--- src/rtl/if_prefetch_queue.sv ---
`default_nettype none
// ----------------------------------------------------------------------------
// if_prefetch_queue : sequential instruction fetch with a DEPTH-entry prefetch queue
// Rev 1.0
// ----------------------------------------------------------------------------
module if_prefetch_queue #(
  parameter int                ADDR_W   = 32,
  parameter int                DATA_W   = 32,
  parameter int                DEPTH    = 4,
  parameter logic [ADDR_W-1:0] RESET_PC = ADDR_W'(32'h8000_0000),
  parameter int                INC      = 4
) (
  input  logic                       clk,
  input  logic                       rst,
  input  logic [ADDR_W-1:0]          jpc,
  input  logic                       if_pc_jump,
  input  logic                       if_bubble,
  output logic                       im_req,
  output logic [ADDR_W-1:0]          im_addr,
  input  logic                       im_ack,
  input  logic [DATA_W-1:0]          im_data,
  output logic                       ins_valid,
  output logic [DATA_W-1:0]          ins,
  output logic [ADDR_W-1:0]          ins_pc,
  output logic [ADDR_W-1:0]          npc,
  output logic [$clog2(DEPTH):0]     q_count
);

  localparam int PW = $clog2(DEPTH);
  localparam int CW = PW + 1;

  typedef enum logic [1:0] {
    S_IDLE  = 2'd0,
    S_WAIT  = 2'd1,
    S_DRAIN = 2'd2
  } state_t;

  state_t              state_q;
  logic [ADDR_W-1:0]   fpc_q;
  logic [ADDR_W-1:0]   im_addr_q;
  logic                im_req_q;

  logic [PW-1:0]       rd_ptr_q, rd_ptr_d;
  logic [PW-1:0]       wr_ptr_q, wr_ptr_d;
  logic [CW-1:0]       count_q,  count_d;
  logic [ADDR_W-1:0]   pc_mem   [DEPTH];
  logic [DATA_W-1:0]   data_mem [DEPTH];

  logic                w_pop;
  logic                w_push;
  logic [CW-1:0]       w_cnt_after_pop;
  logic                w_room_idle;
  logic                w_room_next;
  logic [ADDR_W-1:0]   w_addr_inc;

  assign ins_valid       = (count_q != '0);
  assign w_pop           = ins_valid & ~if_bubble & ~if_pc_jump;
  assign w_push          = (state_q == S_WAIT) & im_ack & ~if_pc_jump;
  assign w_cnt_after_pop = count_q - CW'(w_pop);
  assign w_room_idle     = (w_cnt_after_pop < CW'(DEPTH));
  assign w_room_next     = ((w_cnt_after_pop + CW'(1)) < CW'(DEPTH));
  assign w_addr_inc      = im_addr_q + ADDR_W'(INC);

  // Issue is gated on the space left after this cycle's pop, so a push never
  // meets a full queue.
  always_ff @(posedge clk) begin
    if (rst) begin
      state_q   <= S_IDLE;
      fpc_q     <= RESET_PC;
      im_addr_q <= RESET_PC;
      im_req_q  <= 1'b0;
    end else begin
      case (state_q)
        S_IDLE: begin
          if (if_pc_jump) begin
            fpc_q <= jpc;
          end else if (w_room_idle) begin
            im_addr_q <= fpc_q;
            im_req_q  <= 1'b1;
            state_q   <= S_WAIT;
          end
        end
        S_WAIT: begin
          if (im_ack && if_pc_jump) begin
            fpc_q    <= jpc;
            im_req_q <= 1'b0;
            state_q  <= S_IDLE;
          end else if (im_ack) begin
            fpc_q <= w_addr_inc;
            if (w_room_next) begin
              im_addr_q <= w_addr_inc;
            end else begin
              im_req_q <= 1'b0;
              state_q  <= S_IDLE;
            end
          end else if (if_pc_jump) begin
            fpc_q   <= jpc;
            state_q <= S_DRAIN;
          end
        end
        S_DRAIN: begin
          // The outstanding request must complete; its data is discarded.
          if (if_pc_jump) begin
            fpc_q <= jpc;
          end
          if (im_ack) begin
            im_req_q <= 1'b0;
            state_q  <= S_IDLE;
          end
        end
        default: begin
          im_req_q <= 1'b0;
          state_q  <= S_IDLE;
        end
      endcase
    end
  end

  always_comb begin
    rd_ptr_d = rd_ptr_q + PW'(w_pop);
    wr_ptr_d = wr_ptr_q + PW'(w_push);
    count_d  = count_q + CW'(w_push) - CW'(w_pop);
    if (if_pc_jump) begin
      rd_ptr_d = '0;
      wr_ptr_d = '0;
      count_d  = '0;
    end
  end

  always_ff @(posedge clk) begin
    if (rst) begin
      rd_ptr_q <= '0;
      wr_ptr_q <= '0;
      count_q  <= '0;
    end else begin
      rd_ptr_q <= rd_ptr_d;
      wr_ptr_q <= wr_ptr_d;
      count_q  <= count_d;
    end
  end

  always_ff @(posedge clk) begin
    if (w_push && !rst) begin
      pc_mem[wr_ptr_q]   <= im_addr_q;
      data_mem[wr_ptr_q] <= im_data;
    end
  end

  assign im_req  = im_req_q;
  assign im_addr = im_addr_q;
  assign q_count = count_q;
  assign ins     = ins_valid ? data_mem[rd_ptr_q] : '0;
  assign ins_pc  = ins_valid ? pc_mem[rd_ptr_q] : '0;
  assign npc     = ins_valid ? (pc_mem[rd_ptr_q] + ADDR_W'(INC)) : '0;

endmodule
`default_nettype wire

--- config.mk ---
export PLATFORM = sky130hd
export DESIGN_NAME = if_prefetch_queue
export DESIGN_NICKNAME = d
export VERILOG_FILES = /design/src/rtl/if_prefetch_queue.sv
export SDC_FILE = /design/constraint.sdc
export NUM_CORES = 1
export LEC_CHECK = 0
export CORE_MARGIN = 4
export CORE_UTILIZATION = 55
export CTS_BUF_LIST = sky130_fd_sc_hd__clkbuf_16
export DETAILED_ROUTE_END_ITERATION = 8
export GPL_ROUTABILITY_DRIVEN = 0
export GPL_TIMING_DRIVEN = 0
export PLACE_DENSITY = 0.8
export SLEW_MARGIN = 10
export SYNTH_ARGS = -nofsm -noshare
export SYNTH_HDL_FRONTEND = slang
export SYNTH_SLANG_ARGS = --single-unit
--- constraint.sdc ---
create_clock -name clk -period 10.15 [get_ports clk]
set_clock_uncertainty 0.2 [all_clocks]
set_input_delay 2.03 -clock clk [delete_from_list [all_inputs] [get_ports clk]]
set_output_delay 2.03 -clock clk [all_outputs]
set_load 0.01 [all_outputs]
==> impl_metrics.toml, run 1 <==
[status]
status = "finished clean"

[drt]
drt-vias-per-instance = 6.19
wl_per_cell_um = 22.9
drtIter0Drc = 1339
drt_wl_total_um = 40400
drc = 0
dr.pass1.iters = 6
vias = 10900
ant_nets = 0

[final_layout]
final_common_cell = "edfxtp_1"
most-common-layout-cells = "edfxtp_1, clkdlybuf4s50_1, nor2_1"
drive_gt1_frac = 0.119
final_nets = 1471
area_growth_pct = 25.4
n_fill_cell = 1812
n_antenna_cell = 0
fin_area_um2 = 18900

[setup_path]
required_ns = 7.92
worstPathCellList = "buf_2 -> buf_2 -> clkbuf_1 -> clkbuf_1 -> mux4_2 -> and2_1 -> buf_4 -> clkdlybuf4s50_1"
r2r_end = "im_addr[22]"
rr_worst_depth = 11
path_buf_inv = 6
crit_arrival_ns = 3.84
cp_max_fo = 10
r2r_slack_ns = 5.64
worstSetupPathType = "register to output port"
cp-startpoint = "rd_ptr_q[1]"
cp-end-kind = "output port"
critPathSlowestCell = "clkbuf_1"
max_stage_delay_ns = 0.59
path_depth = 8
rr_startpoint = "q_count[0]"
crit_family = "buffers and inverters"
startpoint_type = "register"
cp-endpoint = "npc[0]"

[synthesis]
synth.avg_cell_area_um2 = 13.3
yosysSeqAreaShare = 0.609
synth-seq-cells = 330
netlist-cell-type-count = 66
synth_edf_count = 256
yosys_warnings = 0
netlist_instances = 1135
synth_nets = 1210
netlist_area_um2 = 15000
ys.flop_type = "edfxtp_1"
async_reset_ff_frac = 0

[power]
p_int_mw = 2.29
pwr-share-seq = 0.511
p_total_mw = 2.95
power_density_nw_per_um2 = 156
p_leak_nw = 6.26
max-vdd-ir-drop_uv = 122
combPwrFrac = 0.071
power_switching_mw = 0.655
pwr-share-clk = 0.417
p_sw_frac = 0.222

[die]
die_area_um2 = 30100
die_w_um = 173
core_um2 = 27000
die_h_um = 173
initial_utilization = 0.558
io_pins = 202
rows = 60

[clock_network]
insertion_delay_ns = 0.53
cts_made_buffers = 35
post-cts-setup-buffers = 0
post_cts_resized = 0
cts_max_level = 2
cts_root_buffer = "clkbuf_16"
hold_buffers = 0
cts.sinks = 330
cts_buffer_depth = 3
cts_tree = "done"
clkSlewWorstSetupHoldPaths_ns = 0.06

[place]
io_buffer_count = 201
dp_hpwl_um = 28800
place_area_um2 = 17800

[timing]
finalHoldViolCount = 0
report.final.slew_viol_count = 0
tightest_slew_ns = 1.28
setup_viol = 0
finalCritPeriodShare = 0.598
tns_ns = 0
maxSlewHeadroom = 0.137
rsz0062_at_grt = "false"
timing.final.crit_period_ns = 6.07
fmax_mhz = 165

[grt]
grt_overflow = 0
grt_pass1_vias = 10800
grt_max_degree = 36
grt_pass1_wl_um = 62000
grt_antenna_before_repair = 0
grt_usage = 0.262

[hold_path]
min_path_type = "register to register"

[run]
max_cap_violations = 0
## worst reg2reg max path: stages, from the launching register on
cell	delay [ns]
dfxtp_1	0.37
nor3_1	0.90
inv_1	0.41
nand3b_1	0.25
inv_1	0.06
ha_1	0.32
nor4b_1	0.31
o21ai_0	0.23
a21oi_2	0.55
clkbuf_1	0.45
o21ai_0	0.19
a21oi_1	0.21
## per-layer routing
layer | vias to the layer above | part of all wire | global-route usage
met4 | 0 | 0.027 | 0.0808
met5 | - | 0 | 0
met1 | 5336 | 0.40 | 0.358
li1 | 4833 | - | -
met2 | 640 | 0.49 | 0.433
met3 | 90 | 0.087 | 0.0489
## power groups by stage
stage	Clock (mW)	Combinational, mW	Sequential, mW
finish	1.23	0.211	1.51
global route	1.30	0.226	1.51
CTS	1.24	0.208	1.51
detailed placement	0	0.206	1.53
global placement	0	0.200	1.53
floorplan	0	0.108	1.53
## registers in the layout, indices dropped and copies added, names as in the netlist, 2 cells and up
register  count
rd_ptr_q      2
pc_mem      128
q_count       3
fpc_q        32
state_q       2
wr_ptr_q      2
im_addr      32
data_mem    128
## per-stage QoR
step           setup WS (ns)  cells  hold slack (ns)  utilization
3_5_place_dp            4.56   1700            0.301        0.659
4_1_cts                 3.99   1762            0.313        0.700
5_1_grt                 3.86   1762            0.362        0.700
2_1_floorplan           1.91   1135            0.256            -
6_report                4.08   1762            0.314        0.700
3_3_place_gp           -2.12   1677            0.290        0.649
## layout make-up
class | instances | area, um^2 | area share
buffer | 79 | 384 | 0.0204
clock buffer | 36 | 901 | 0.0477
clock inverter | 26 | 208 | 0.0110
inverter | 10 | 37.5 | 0.00199
multi-input combinational | 716 | 5480 | 0.290
sequential | 330 | 9170 | 0.486
tap | 341 | 427 | 0.0226
timing repair buffer | 224 | 2260 | 0.120
## worst min path at each step
stage | start | to | slack, ns | cells past startpoint
after global placement | fpc_q[3] | im_addr[3] | 0.29 | 2
after detailed placement | fpc_q[3] | im_addr[3] | 0.30 | 2
after floorplan | fpc_q[31] | fpc_q[31] | 0.26 | 2
after CTS | fpc_q[3] | im_addr[3] | 0.31 | 2
final | fpc_q[3] | im_addr[3] | 0.31 | 2
after global routing | fpc_q[3] | im_addr[3] | 0.36 | 2
## cells by family after synthesis
logic type      after synthesis  synth area share
compound gates              190            0.0808
flops                       330             0.609
simple gates                371             0.128
buf+inv                      89            0.0280
fa+ha+maj                     6           0.00549
xor+xnor                     63            0.0367
mux                          86             0.111
## Yosys cell counts (4+ instances only)
master / count / share of area
dfxtp_1: 74 / 0.098
o31ai_1: 7 / 0.0035
a221oi_1: 16 / 0.0093
clkbuf_1: 55 / 0.014
mux2i_1: 22 / 0.015
nor4_1: 5 / 0.0021
nand3_1: 24 / 0.0080
a21oi_1: 64 / 0.021
a211oi_1: 5 / 0.0025
ha_1: 5 / 0.0042
o32ai_1: 8 / 0.0047
o221ai_1: 9 / 0.0052
edfxtp_1: 256 / 0.51
o22ai_1: 25 / 0.010
nand3b_1: 4 / 0.0020
and3_1: 5 / 0.0021
and2_1: 75 / 0.031
xnor2_1: 26 / 0.015
buf_6: 7 / 0.0052
nor2b_1: 8 / 0.0033
nand2b_1: 19 / 0.0079
nand2_1: 79 / 0.020
buf_2: 9 / 0.0030
nor2_1: 95 / 0.024
nor3_1: 19 / 0.0063
nand4_1: 16 / 0.0067
mux4_1: 4 / 0.0070
a22o_1: 4 / 0.0023
o21ai_0: 32 / 0.011
mux4_2: 60 / 0.090
xor2_1: 37 / 0.022
inv_1: 10 / 0.0025
Note: power is estimated with default switching activity, not from simulation.
==> inputs of run 2 (changes only) <==
Clock period 10.15 ns to 6.1 ns, I/O delays scaled along.
==> run 2 against run 1 <==
Die area unchanged. Cell area decreased by 0.21%. Worst hold slack improved by 0.012 ns. First-iteration DRC count increased by 14%. Power up 64%. Clock power rose by 59%. Cell count decreased by 0.57%.
==> impl_metrics.toml, run 2 (synthesized netlist as in run 1, its figures left out) <==
[run]
max_cap_violations = 0

[grt]
grt_overflow = 0
grt_usage = 0.273
grt_max_degree = 41
grt_antenna_before_repair = 0
grt_pass1_wl_um = 64700
grt_pass1_vias = 10900

[timing]
finalCritPeriodShare = 0.867
fmax_mhz = 189
timing.final.crit_period_ns = 5.29
rsz0062_at_grt = "false"
maxSlewHeadroom = 0.192
tightest_slew_ns = 1.20
setup_viol = 0
layout_setup_ws_ns = 0.810
finalHoldViolCount = 0
report.final.slew_viol_count = 0

[drt]
drt_wl_total_um = 41900
drc = 0
vias = 11100
drtIter0Drc = 1532
wl_per_cell_um = 23.9
drt-vias-per-instance = 6.32
dr.pass1.iters = 5
ant_nets = 0

[clock_network]
clkSlewWorstSetupHoldPaths_ns = 0.06
cts_made_buffers = 34
hold_buffers = 0
post_cts_resized = 0
cts_tree = "done"
cts_max_level = 2
cts_root_buffer = "clkbuf_16"
cts.sinks = 330
insertion_delay_ns = 0.52
post-cts-setup-buffers = 0
cts_buffer_depth = 3

[setup_path]
worstSetupPathType = "register to output port"
worstPathCellList = "buf_2 -> buf_2 -> mux4_2 -> ha_1 -> inv_1 -> nor2_1 -> nand3_1 -> xor2_1 -> nor2_1 -> clkdlybuf4s50_1"
max_stage_delay_ns = 0.57
cp-end-kind = "output port"
crit_arrival_ns = 3.87
cp_max_fo = 10
required_ns = 4.68
critPathSlowestCell = "nor2_1"
startpoint_type = "register"

[final_layout]
drive_gt1_frac = 0.113
most-common-layout-cells = "edfxtp_1, clkdlybuf4s50_1, nor2_1"
area_growth_pct = 25.1
final_nets = 1462
fin_cells = 1752
final_common_cell = "edfxtp_1"
top_regs = "data_mem (128), pc_mem (128)"

[die]
die_area_um2 = 30100
initial_utilization = 0.558
io_pins = 202
core_um2 = 27000
die_h_um = 173
die_w_um = 173
rows = 60

[place]
dp_hpwl_um = 28600
post-place-ws_ns = 1.33
place_inst = 1692
io_buffer_count = 201

[power]
p_leak_nw = 6.20
max-vdd-ir-drop_uv = 163
power_density_nw_per_um2 = 256

[hold_path]
min_path_type = "register to register"

[status]
status = "finished clean"
-- run 2: cell type report --
class / count / area [um^2]
Inverter: 10 / 37.5
Buffer: 79 / 384
Fill cell: 1775 / 8120
Clock buffer: 34 / 851
Antenna cell: 1 / 2.50
Multi-Input combinational cell: 716 / 5500
Tap cell: 341 / 427
Clock inverter: 25 / 186
Timing Repair Buffer: 216 / 2270
Sequential cell: 330 / 9170
-- run 2: path summary, 6_finish.rpt --
path	start	endpoint	slack (ns)	depth (start not counted)
min	fpc_q[3]	im_addr[3]	0.33	2
min reg2reg	fpc_q[3]	im_addr[3]	0.33	2
max	rd_ptr_q[1]	npc[26]	0.81	10
max reg2reg	q_count[0]	im_addr[28]	1.45	11
-- run 2: power by group --
group          internal, mW  total [mW]  switching (mW)
registers              2.45        2.51          0.0546
clock network          1.11        1.96           0.858
logic                 0.164       0.352           0.188
-- run 2: per-stage QoR --
step	hold slack, ns	setup TNS [ns]	utilization	power (mW)	cell area, um^2
floorplan	0.256	0	-	2.72	15100
global placement	0.292	-309.26	0.649	2.88	17500
detailed placement	0.305	0	0.660	2.90	17800
CTS	0.314	0	0.698	4.83	18800
global route	0.337	0	0.698	4.98	18800
finish	0.326	0	0.699	4.82	18800
-- run 2: worst max-delay path: cells and delay by family (launching register included) --
family	cells	cell delay, ns
buffers and inverters	4	1.29
AND/OR/NAND/NOR	3	0.93
flip-flops	1	0.37
multiplexers	1	0.32
adder cells (fa/ha/maj)	1	0.24
XOR/XNOR	1	0.20
-- run 2: layer usage --
layer	GRT usage	wire, um	vias up
li1	-	-	4826
met1	0.373	16800	5436
met2	0.462	20500	711
met3	0.0456	3550	94
met4	0.0702	1040	0
met5	0	0	-
